## src/rtl/uart_frame_tx_if.sv

```systemverilog
// Handshake bundle between a packet source and the multi-byte UART transmitter.
// The source owns trans_go/data/len; the transmitter drives the line and status.
interface uart_frame_tx_if #(
  parameter int NUM_BYTES = 5,
  parameter int LEN_W     = 3
);
  logic                   trans_go;
  logic [8*NUM_BYTES-1:0] data;
  logic [LEN_W-1:0]       len;
  logic                   uart_tx;
  logic                   busy;
  logic                   byte_done;
  logic                   done;

  modport master (
    output trans_go, data, len,
    input  uart_tx, busy, byte_done, done
  );

  modport slave (
    input  trans_go, data, len,
    output uart_tx, busy, byte_done, done
  );
endinterface

```

## src/rtl/uart_frame_tx.sv

```systemverilog
// Multi-byte UART transmitter: captures a packed word on trans_go and sends
// len bytes (byte 0 first) with optional parity, 1/2 stop bits and idle gaps.
module uart_frame_tx #(
  parameter int BAUD_DIV   = 434,
  parameter int NUM_BYTES  = 5,
  parameter int PARITY_EN  = 0,
  parameter int PARITY_ODD = 0,
  parameter int STOP_BITS  = 1,
  parameter int GAP_BITS   = 0,
  parameter int LEN_W      = 3
) (
  input  logic          sys_clk,
  input  logic          rst_n,
  uart_frame_tx_if.slave bus
);

  localparam int CNT_W = $clog2(BAUD_DIV);
  localparam int BIT_W = (GAP_BITS > 8) ? $clog2(GAP_BITS + 1) : 4;

  localparam logic [CNT_W-1:0] CNT_LAST  = CNT_W'(BAUD_DIV - 1);
  localparam logic [CNT_W-1:0] CNT_PRE   = CNT_W'(BAUD_DIV - 2);
  localparam logic [BIT_W-1:0] STOP_LAST = BIT_W'(STOP_BITS - 1);
  localparam logic [BIT_W-1:0] GAP_LAST  = BIT_W'((GAP_BITS > 0) ? GAP_BITS - 1 : 0);
  localparam logic [LEN_W-1:0] LEN_MAX   = LEN_W'(NUM_BYTES);

  typedef enum logic [2:0] {IDLE, START, DATA, PARITY, STOP, GAP} state_e;

  state_e                    state_q, state_d;
  logic [CNT_W-1:0]          cnt_q, cnt_d;
  logic [BIT_W-1:0]          bit_q, bit_d;
  logic [LEN_W-1:0]          byte_q, byte_d;
  logic [LEN_W-1:0]          len_q, len_d;
  logic [NUM_BYTES-1:0][7:0] data_q, data_d;
  logic                      tx_q, tx_d;
  logic                      busy_q, busy_d;
  logic                      bd_q, bd_d;
  logic                      done_q, done_d;

  logic       bit_end, stop_last, last_byte;
  logic [7:0] cur;

  assign bit_end   = (cnt_q == CNT_LAST);
  assign stop_last = (bit_q == STOP_LAST);
  assign last_byte = (byte_q == len_q - LEN_W'(1));

  always_comb begin
    state_d = state_q;
    cnt_d   = bit_end ? '0 : cnt_q + CNT_W'(1);
    bit_d   = bit_q;
    byte_d  = byte_q;
    len_d   = len_q;
    data_d  = data_q;
    bd_d    = 1'b0;
    done_d  = 1'b0;

    unique case (state_q)
      IDLE: begin
        cnt_d = '0;
        if (bus.trans_go) begin
          data_d  = bus.data;
          len_d   = (bus.len == '0 || bus.len > LEN_MAX) ? LEN_MAX : bus.len;
          byte_d  = '0;
          bit_d   = '0;
          state_d = START;
        end
      end
      START: begin
        if (bit_end) begin
          bit_d   = '0;
          state_d = DATA;
        end
      end
      DATA: begin
        if (bit_end) begin
          if (bit_q == BIT_W'(7)) begin
            bit_d   = '0;
            state_d = (PARITY_EN != 0) ? PARITY : STOP;
          end else begin
            bit_d = bit_q + BIT_W'(1);
          end
        end
      end
      PARITY: begin
        if (bit_end) begin
          bit_d   = '0;
          state_d = STOP;
        end
      end
      STOP: begin
        // Pulses are raised one cycle early so they land on the final stop cycle.
        if (stop_last && cnt_q == CNT_PRE) begin
          bd_d   = 1'b1;
          done_d = last_byte;
        end
        if (bit_end) begin
          if (!stop_last) begin
            bit_d = bit_q + BIT_W'(1);
          end else if (last_byte) begin
            state_d = IDLE;
          end else begin
            bit_d   = '0;
            byte_d  = byte_q + LEN_W'(1);
            state_d = (GAP_BITS > 0) ? GAP : START;
          end
        end
      end
      GAP: begin
        if (bit_end) begin
          if (bit_q == GAP_LAST) begin
            bit_d   = '0;
            state_d = START;
          end else begin
            bit_d = bit_q + BIT_W'(1);
          end
        end
      end
      default: state_d = IDLE;
    endcase
  end

  // Line level is derived from the next state so uart_tx stays a pure flop.
  always_comb begin
    cur = data_d[0];
    for (int k = 1; k < NUM_BYTES; k++)
      if (byte_d == LEN_W'(k)) cur = data_d[k];

    unique case (state_d)
      START:   tx_d = 1'b0;
      DATA:    tx_d = cur[bit_d[2:0]];
      PARITY:  tx_d = (^cur) ^ (PARITY_ODD != 0);
      default: tx_d = 1'b1;
    endcase
    busy_d = (state_d != IDLE);
  end

  always_ff @(posedge sys_clk or negedge rst_n) begin
    if (!rst_n) begin
      state_q <= IDLE;
      cnt_q   <= '0;
      bit_q   <= '0;
      byte_q  <= '0;
      len_q   <= '0;
      data_q  <= '0;
      tx_q    <= 1'b1;
      busy_q  <= 1'b0;
      bd_q    <= 1'b0;
      done_q  <= 1'b0;
    end else begin
      state_q <= state_d;
      cnt_q   <= cnt_d;
      bit_q   <= bit_d;
      byte_q  <= byte_d;
      len_q   <= len_d;
      data_q  <= data_d;
      tx_q    <= tx_d;
      busy_q  <= busy_d;
      bd_q    <= bd_d;
      done_q  <= done_d;
    end
  end

  assign bus.uart_tx   = tx_q;
  assign bus.busy      = busy_q;
  assign bus.byte_done = bd_q;
  assign bus.done      = done_q;

endmodule

```

## src/flat_wrapper.sv

```systemverilog
// flat-port wrapper written by rule: the top's interface ports become plain ports
module uart_frame_tx_flat 
#(
  parameter int BAUD_DIV   = 434,
  parameter int NUM_BYTES  = 5,
  parameter int PARITY_EN  = 0,
  parameter int PARITY_ODD = 0,
  parameter int STOP_BITS  = 1,
  parameter int GAP_BITS   = 0,
  parameter int LEN_W      = 3
)
  (sys_clk, rst_n, bus_trans_go, bus_data, bus_len, bus_uart_tx, bus_busy, bus_byte_done, bus_done);
  uart_frame_tx_if #(.NUM_BYTES(NUM_BYTES), .LEN_W(LEN_W)) bus_i ();
  input  logic sys_clk;
  input  logic rst_n;
  input wire logic [$bits(bus_i.trans_go)-1:0] bus_trans_go;
  input wire logic [$bits(bus_i.data)-1:0] bus_data;
  input wire logic [$bits(bus_i.len)-1:0] bus_len;
  output wire logic [$bits(bus_i.uart_tx)-1:0] bus_uart_tx;
  output wire logic [$bits(bus_i.busy)-1:0] bus_busy;
  output wire logic [$bits(bus_i.byte_done)-1:0] bus_byte_done;
  output wire logic [$bits(bus_i.done)-1:0] bus_done;
  assign bus_i.trans_go = bus_trans_go;
  assign bus_i.data = bus_data;
  assign bus_i.len = bus_len;
  assign bus_uart_tx = bus_i.uart_tx;
  assign bus_busy = bus_i.busy;
  assign bus_byte_done = bus_i.byte_done;
  assign bus_done = bus_i.done;
  uart_frame_tx #(.BAUD_DIV(BAUD_DIV), .NUM_BYTES(NUM_BYTES), .PARITY_EN(PARITY_EN), .PARITY_ODD(PARITY_ODD), .STOP_BITS(STOP_BITS), .GAP_BITS(GAP_BITS), .LEN_W(LEN_W)) u_core (.sys_clk(sys_clk), .rst_n(rst_n), .bus(bus_i));
endmodule
```

## config.mk

```make
export PLATFORM = sky130hd
export DESIGN_NAME = uart_frame_tx_flat
export DESIGN_NICKNAME = d
export VERILOG_FILES = /design/src/rtl/uart_frame_tx_if.sv /design/src/rtl/uart_frame_tx.sv /design/src/flat_wrapper.sv
export SDC_FILE = /design/constraint.sdc
export NUM_CORES = 1
export LEC_CHECK = 0
export ABC_CLOCK_PERIOD_IN_PS = 4500
export BUFFER_PORTS_ARGS = -buffer_cell sky130_fd_sc_hd__buf_2
export CAP_MARGIN = 0
export CORE_MARGIN = 1.5
export CORE_UTILIZATION = 58
export DETAILED_ROUTE_END_ITERATION = 6
export PLACE_DENSITY = 0.8
export SETUP_SLACK_MARGIN = 0.3
export SLEW_MARGIN = 20
export SYNTH_ARGS = -nofsm -noshare
export SYNTH_HDL_FRONTEND = slang
export SYNTH_SLANG_ARGS = --single-unit
```

## constraint.sdc

```tcl
create_clock -name sys_clk -period 4.5 [get_ports sys_clk]
set_input_delay 0.225 -clock sys_clk [delete_from_list [all_inputs] [get_ports sys_clk]]
set_output_delay 0.225 -clock sys_clk [all_outputs]
set_load 0.01 [all_outputs]
```

==> results of run 1 <==
==> area by class of cell <==
cell class              instances  area [µm²]
fillers                       544        2050
clock buffers                  13         159
repair buffers                 56         298
clock inverters                 2        12.5
flip-flops and latches         66        1650
inverters                      23        86.3
multi-input cells             329        2000
well taps                      77        96.3
==> logic make-up after synthesis <==
kind of cell | Yosys count | share of synthesized area [%]
simple gates | 207 | 25.9
buf+inv | 44 | 4.74
flops | 66 | 43.2
mux | 14 | 3.69
fa+ha+maj | 7 | 2.29
compound gates | 83 | 15.5
xor+xnor | 18 | 4.67
==> stage by stage <==
stage | setup slack [ns] | total power, mW | util (%)
finish | 0.574 | 1.16 | 67.8
global route | 0.417 | 1.21 | 67.8
CTS | 0.618 | 1.17 | 67.8
detailed placement | 0.653 | 0.734 | 65.1
global placement | 0.723 | 0.729 | 65.1
floorplan | 1.16 | 0.685 | -
==> routing by layer <==
metal	vias to the layer above	track usage [%]	share of wire (%)	wire length (µm)
met4	0	9.54	1.2	113
met5	-	0	0	0
met2	126	43.7	48	4410
li1	1644	-	-	-
met1	1617	37.1	45	4070
met3	11	5.90	5.9	536
==> synth_stat cells (all sizes together) (4+ instances only) <==
master	number	area share [%]
a21oi	15	2.0
o22ai	4	0.65
mux2i	13	3.4
clkbuf	13	1.3
dfrtp	65	42
a31oi	4	1.0
buf	8	1.2
ha	7	2.3
inv	23	2.3
o221ai	4	0.92
nand3	20	2.6
o211ai	4	0.78
and3	4	0.65
nor2	25	2.6
nand4	8	1.7
o21ai	17	2.2
nand2	110	11
xor2	7	1.6
xnor2	10	2.5
or3	5	0.82
nor3	11	1.7
==> power groups by stage <==
stage	clock network (mW)	logic, mW	registers, mW
final	0.440	0.104	0.619
after global routing	0.477	0.117	0.620
after CTS	0.448	0.104	0.619
after global placement	0	0.100	0.629
after detailed placement	0	0.104	0.630
after floorplan	0	0.0570	0.628
==> final timing paths <==
check                                  startpoint                 end  slack, ns  depth (start not counted)
max in group asynchronous                   rst_n   u_core.data_q[25]       3.88                          2
min in group sys_clk                 bus_data[10]   u_core.data_q[10]       0.11                          3
worst max register to register    u_core.bit_q[0]  u_core.bus.uart_tx       0.57                         13
worst max-delay path              u_core.bit_q[0]  u_core.bus.uart_tx       0.57                         13
worst min-delay path                        rst_n     u_core.cnt_q[4]       0.05                          2
worst min register to register  u_core.data_q[10]   u_core.data_q[10]       0.48                          2
==> flip-flops by register name, summed over array words and instances (netlist names) <==
| register | count |
|---|---|
| u_core.data_q | 40 |
| u_core.cnt_q | 9 |
| u_core.bit_q | 4 |
| u_core.byte_q | 3 |
| u_core.len_q | 3 |
| u_core.state_q | 3 |
| u_core.bus.busy | 1 |
| u_core.bus.byte_done | 1 |
| u_core.bus.done | 1 |
| u_core.bus.uart_tx | 1 |
==> critical path: cells and delay by family, from the launching register on <==
| kind | cells | cell delay [ns] |
|---|---|---|
| AND/OR/NAND/NOR | 3 | 1.32 |
| flip-flops | 1 | 0.43 |
| AO/OA/AOI/OAI | 6 | 1.46 |
| multiplexers | 1 | 0.27 |
| adder cells (fa/ha/maj) | 1 | 0.16 |
| buffers and inverters | 2 | 0.19 |
==> results.json, run 1 <==
{
  "initial_antenna_violation_count": 0,
  "slew_headroom_pct": 45.0,
  "grt_start_max_net_pins": 67,
  "post-route-min-period_ns": 3.93,
  "die_area_um2": 7100,
  "path_max_fanout": 12,
  "share_of_total_power_consumed_by_net_switching_pct": 23.9,
  "instances_no_fill": 566,
  "worst_skew_late_latency_ns": 0.33,
  "drt_pre_antenna_iters": 5,
  "cpPeakStageDelay_ns": 0.50,
  "synth_edf_count": 0,
  "die-height_um": 84.2,
  "setup-violations-final": 0,
  "ios": 50,
  "final.period_utilization_pct": 87.2,
  "syn-mean-instance-area_um2": 8.72,
  "rsz_0062_raised_after_global_routing": "no",
  "layout_common_cells": "sky130_fd_sc_hd__nand2_1, sky130_fd_sc_hd__dfrtp_1, sky130_fd_sc_hd__buf_2",
  "pwr-share-comb_pct": 8.9,
  "place_inst": 551,
  "place.detailed.hpwl_um": 6600,
  "mostFrequentLayoutCell": "sky130_fd_sc_hd__nand2_1",
  "synth_cell_types": 67,
  "via_count_of_the_first_global_routing_pass": 3310,
  "max_cap_violations": 0,
  "wirelength_um": 9130,
  "start_util_pct": 60.3,
  "worstSetupStartpointType": "flop",
  "cts_made_buffers": 9,
  "critPathSlowestCell": "sky130_fd_sc_hd__or3b_2",
  "die_width_um": 84.2,
  "outcome": "completed",
  "ys_async_sr_fraction_pct": 100,
  "number_of_i_o_port_buffers": 49,
  "share_clk_of_total_power_pct": 37.9,
  "max_slew.worst_pin.slew_ns": 0.824,
  "crit_arrival_ns": 4.16,
  "finClkSkew_ns": 0.00623,
  "worst_hold_slack_ns": 0.0541,
  "finalHoldViolations": 0,
  "drtAntennaViolNets": 0,
  "syn-instance-count": 439,
  "drc": 0,
  "grt_pass1_wl_um": 15600,
  "cts_tree": "done",
  "timing.critical_path.cells": "inv_1 -> ha_1 -> or3b_2 -> nor3_4 -> a31o_2 -> and2_1 -> inv_2 -> o32ai_1 -> mux2_2 -> a211oi_1 -> o31a_1 -> a311o_1 -> o311ai_1",
  "post_cts_repair_resize_count": 0,
  "via_density_per_instance": 6.00,
  "synth-warning-count": 0,
  "num_vias": 3398,
  "cts.htree.levels": 3,
  "synth_nets": 492,
  "clkTransAtPathRegs_ns": 0.07,
  "cts_root_buffer": "sky130_fd_sc_hd__clkbuf_8",
  "p_switching_uw": 279,
  "routed_wire_length_per_instance_um": 16.1,
  "placedInstanceArea_um2": 4130,
  "globalRouteTotalUtil_pct": 27.3,
  "layout-drive-gt1-share_pct": 18.0,
  "slew_violations": 0,
  "core.rowCount": 29,
  "max_clock_freq_ghz": 0.255,
  "synth_sequential_area_ratio_pct": 43.2,
  "sinks_on_clock_net": 66,
  "required_ns": 4.73,
  "power_frac_seq_pct": 53.2,
  "hold_buffers": 0,
  "path_class": "reg -> reg",
  "syn-cell-area_um2": 3830,
  "gr-total-overflow": 0,
  "drt_iter0_markers": 202,
  "postSynth.topFlopCell": "sky130_fd_sc_hd__dfrtp_1",
  "p_per_area_nw_per_um2": 270,
  "final_design_area_no_fill_um2": 4300,
  "core_area_um2": 6350,
  "postCtsSetupBuffers": 0,
  "diodes": 0,
  "globalplace.congestion": 0.936,
  "areaGrowthSynthToFinish_pct": 12.5,
  "min_path_type": "in -> async",
  "nNetsFinal": 538,
  "worst_setup_path_end_kind": "flop",
  "timing.setup.tns_ns": 0,
  "power_leakage_nw": 2.15,
  "postSynthRegisterBits": 66,
  "clock_tree.buffer_depth": 2,
  "worst_vdd_rail_ir_drop_mv": 0.163,
  "power_report.internal_total_uw": 884
}
(Power assumes the default switching activity.)
==> inputs of run 2 (changes only) <==
--- a/config.mk
+++ b/config.mk
@@ -6,4 +6,5 @@
 export NUM_CORES = 1
 export LEC_CHECK = 0
+export ABC_AREA = 1
 export ABC_CLOCK_PERIOD_IN_PS = 4500
 export BUFFER_PORTS_ARGS = -buffer_cell sky130_fd_sc_hd__buf_2
==> constraint.sdc (replaced) <==
create_clock -name sys_clk -period 4.5 [get_ports sys_clk]
set_input_delay 0.9 -clock sys_clk [delete_from_list [all_inputs] [get_ports sys_clk]]
set_output_delay 0.9 -clock sys_clk [all_outputs]
set_load 0.01 [all_outputs]
==> results.json, run 2 <==
{
  "timing.setup.tns_ns": 0,
  "final.period_utilization_pct": 66.3,
  "globalRouteTotalUtil_pct": 26.1,
  "clock_tree.buffer_depth": 2,
  "crit_arrival_ns": 3.27,
  "placedInstanceArea_um2": 4270,
  "final_design_area_no_fill_um2": 4450,
  "postCtsSetupBuffers": 0,
  "max_slew.worst_pin.slew_ns": 0.774,
  "globalplace.congestion": 0.908,
  "die-height_um": 85.6,
  "drc": 3,
  "die_area_um2": 7320,
  "p_per_area_nw_per_um2": 243,
  "synth_edf_count": 0,
  "via_density_per_instance": 5.34,
  "syn-instance-count": 524,
  "setup-violations-final": 0,
  "cts_tree": "done",
  "cts.htree.levels": 3,
  "max_clock_freq_ghz": 0.335,
  "die_width_um": 85.6,
  "mostFrequentLayoutCell": "sky130_fd_sc_hd__nand2_1",
  "layout_common_cells": "sky130_fd_sc_hd__nand2_1, sky130_fd_sc_hd__inv_1, sky130_fd_sc_hd__dfrtp_1",
  "path_class": "reg -> reg",
  "outcome": "finished with violations",
  "finalHoldViolations": 0,
  "fillers": 537,
  "initial_antenna_violation_count": 0,
  "nNetsFinal": 631,
  "failed_checks": "design-rule violations",
  "worst_setup_path_end_kind": "flop",
  "top_register": "u_core.data_q",
  "power_leakage_nw": 2.82,
  "grt_start_max_net_pins": 45,
  "drt_pre_antenna_iters": 6,
  "clkTransAtPathRegs_ns": 0.07,
  "diodes": 0,
  "cts_made_buffers": 9,
  "required_ns": 4.79,
  "postSynthRegisterBits": 66,
  "start_util_pct": 61.2,
  "number_of_i_o_port_buffers": 49,
  "layout-drive-gt1-share_pct": 21.1,
  "drt_iter0_markers": 242,
  "finClkSkew_ns": 0.0136,
  "core_area_um2": 6460,
  "ys_async_sr_fraction_pct": 100,
  "netlist.top_cell.by_area": "sky130_fd_sc_hd__dfrtp_1",
  "ios": 50,
  "min_path_type": "reg -> reg",
  "routed_wire_length_per_instance_um": 13.2,
  "synth_nets": 577,
  "post-route-min-period_ns": 2.98,
  "hold_buffers": 0,
  "worst_vdd_rail_ir_drop_mv": 0.181,
  "postSynth.topFlopCell": "sky130_fd_sc_hd__dfrtp_1",
  "slew_headroom_pct": 48.3,
  "number_of_flip_flops_in_the_largest_register": 40,
  "syn-mean-instance-area_um2": 7.55,
  "grt_pass1_wl_um": 15200,
  "worst_skew_late_latency_ns": 0.35,
  "cts_root_buffer": "sky130_fd_sc_hd__clkbuf_8",
  "synth.most_common_cell": "sky130_fd_sc_hd__nand2_1",
  "drtAntennaViolNets": 0,
  "timing.reg2reg.setup_slack_ns": 1.52,
  "synth_sequential_area_ratio_pct": 41.8,
  "post_cts_repair_resize_count": 0,
  "synth-warning-count": 0,
  "path_max_fanout": 11,
  "syn-cell-area_um2": 3950,
  "yosysTopAreaCellShare_pct": 41.1,
  "synth_area_leaders": "sky130_fd_sc_hd__dfrtp_1, sky130_fd_sc_hd__nand2_1, sky130_fd_sc_hd__inv_1",
  "place.detailed.hpwl_um": 6420,
  "worstSetupStartpointType": "flop",
  "core.rowCount": 29,
  "gr-total-overflow": 0,
  "max_cap_violations": 0,
  "slew_violations": 0,
  "sinks_on_clock_net": 66,
  "num_vias": 3524,
  "areaGrowthSynthToFinish_pct": 12.5,
  "rsz_0062_raised_after_global_routing": "no",
  "wirelength_um": 8690,
  "via_count_of_the_first_global_routing_pass": 3462,
  "top_registers": "u_core.data_q x40, u_core.cnt_q x9, u_core.bit_q x4",
  "synth_cell_types": 40,
  "top_cell_types_by_occurrence_after_synthesis": "sky130_fd_sc_hd__nand2_1, sky130_fd_sc_hd__inv_1, sky130_fd_sc_hd__dfrtp_1, sky130_fd_sc_hd__nand3_1, sky130_fd_sc_hd__nor2_1"
}
[run 2: routing by layer]
metal,wire length (µm),vias to the layer above,part of all wire [%],global-route usage (%)
li1,-,1753,-,-
met1,3840,1651,44,33.1
met2,4210,103,48,44.7
met3,450,17,5.2,4.04
met4,191,0,2.2,10.6
met5,0,-,0,0
[run 2: path summary, 6_finish.rpt]
kind | from | end | depth (start not counted)
max in group asynchronous | rst_n | u_core.data_q[33] | 2
min in group asynchronous | rst_n | u_core.len_q[1] | 1
max reg2reg | u_core.bit_q[0] | u_core.bus.uart_tx | 24
min | u_core.data_q[24] | u_core.data_q[24] | 2
min reg2reg | u_core.data_q[24] | u_core.data_q[24] | 2
max | u_core.bit_q[0] | u_core.bus.uart_tx | 24
[run 2: power by group]
part           internal (mW)  leakage, nW  switching, mW
Combinational         0.0148         1.88         0.0187
Clock                  0.214       0.0882          0.240
Sequential             0.593        0.847              0
[run 2: through the flow]
| step | instances | hold slack (ns) | power, mW | utilization (%) | worst slack, ns |
|---|---|---|---|---|---|
| 6_report | 660 | 0.484 | 1.08 | 68.8 | 1.52 |
| 3_3_place_gp | 644 | 0.460 | 0.638 | 66.1 | 1.57 |
| 2_1_floorplan | 524 | 0.445 | 0.606 | - | 2.11 |
| 3_5_place_dp | 644 | 0.466 | 0.639 | 66.1 | 1.51 |
| 5_1_grt | 660 | 0.506 | 1.12 | 68.8 | 1.16 |
| 4_1_cts | 660 | 0.484 | 1.09 | 68.8 | 1.55 |
[run 2: critical path: stages (launching register included)]
cell	delay, ns
sky130_fd_sc_hd__dfrtp_1	0.43
sky130_fd_sc_hd__inv_1	0.10
sky130_fd_sc_hd__ha_1	0.14
sky130_fd_sc_hd__nand2_1	0.05
sky130_fd_sc_hd__nor2_1	0.16
sky130_fd_sc_hd__inv_1	0.17
sky130_fd_sc_hd__nor2_4	0.15
sky130_fd_sc_hd__nand2_2	0.09
sky130_fd_sc_hd__nand2_2	0.09
sky130_fd_sc_hd__nand3_2	0.07
sky130_fd_sc_hd__nand2_2	0.26
sky130_fd_sc_hd__inv_1	0.14
sky130_fd_sc_hd__nand3_4	0.15
sky130_fd_sc_hd__inv_4	0.07
sky130_fd_sc_hd__a21oi_1	0.15
sky130_fd_sc_hd__nand2_1	0.10
sky130_fd_sc_hd__nand2_1	0.10
sky130_fd_sc_hd__inv_1	0.06
sky130_fd_sc_hd__nand2_1	0.05
sky130_fd_sc_hd__nand2_1	0.07
sky130_fd_sc_hd__nand2_1	0.07
sky130_fd_sc_hd__nand2_1	0.05
sky130_fd_sc_hd__nand2_1	0.06
sky130_fd_sc_hd__nand3_1	0.07
sky130_fd_sc_hd__nand2_1	0.08
[run 2: area by class of cell]
| class | instances | area (µm²) | share of cell area (%) |
|---|---|---|---|
| Clock buffer | 10 | 138 | 3.10 |
| Tap cell | 77 | 96.3 | 2.17 |
| Clock inverter | 6 | 42.5 | 0.957 |
| Multi-Input combinational cell | 354 | 1890 | 42.6 |
| Sequential cell | 66 | 1650 | 37.2 |
| Inverter | 96 | 363 | 8.16 |
| Timing Repair Buffer | 51 | 260 | 5.85 |
[run 2: kinds of logic after synthesis]
logic type | share of synthesized area (%)
buffers and inverters | 10.3
AND/OR/NAND/NOR | 34.1
AO/OA/AOI/OAI | 7.12
XOR/XNOR | 0.886
adder cells (fa/ha/maj) | 2.22
flip-flops | 41.8
multiplexers | 3.54
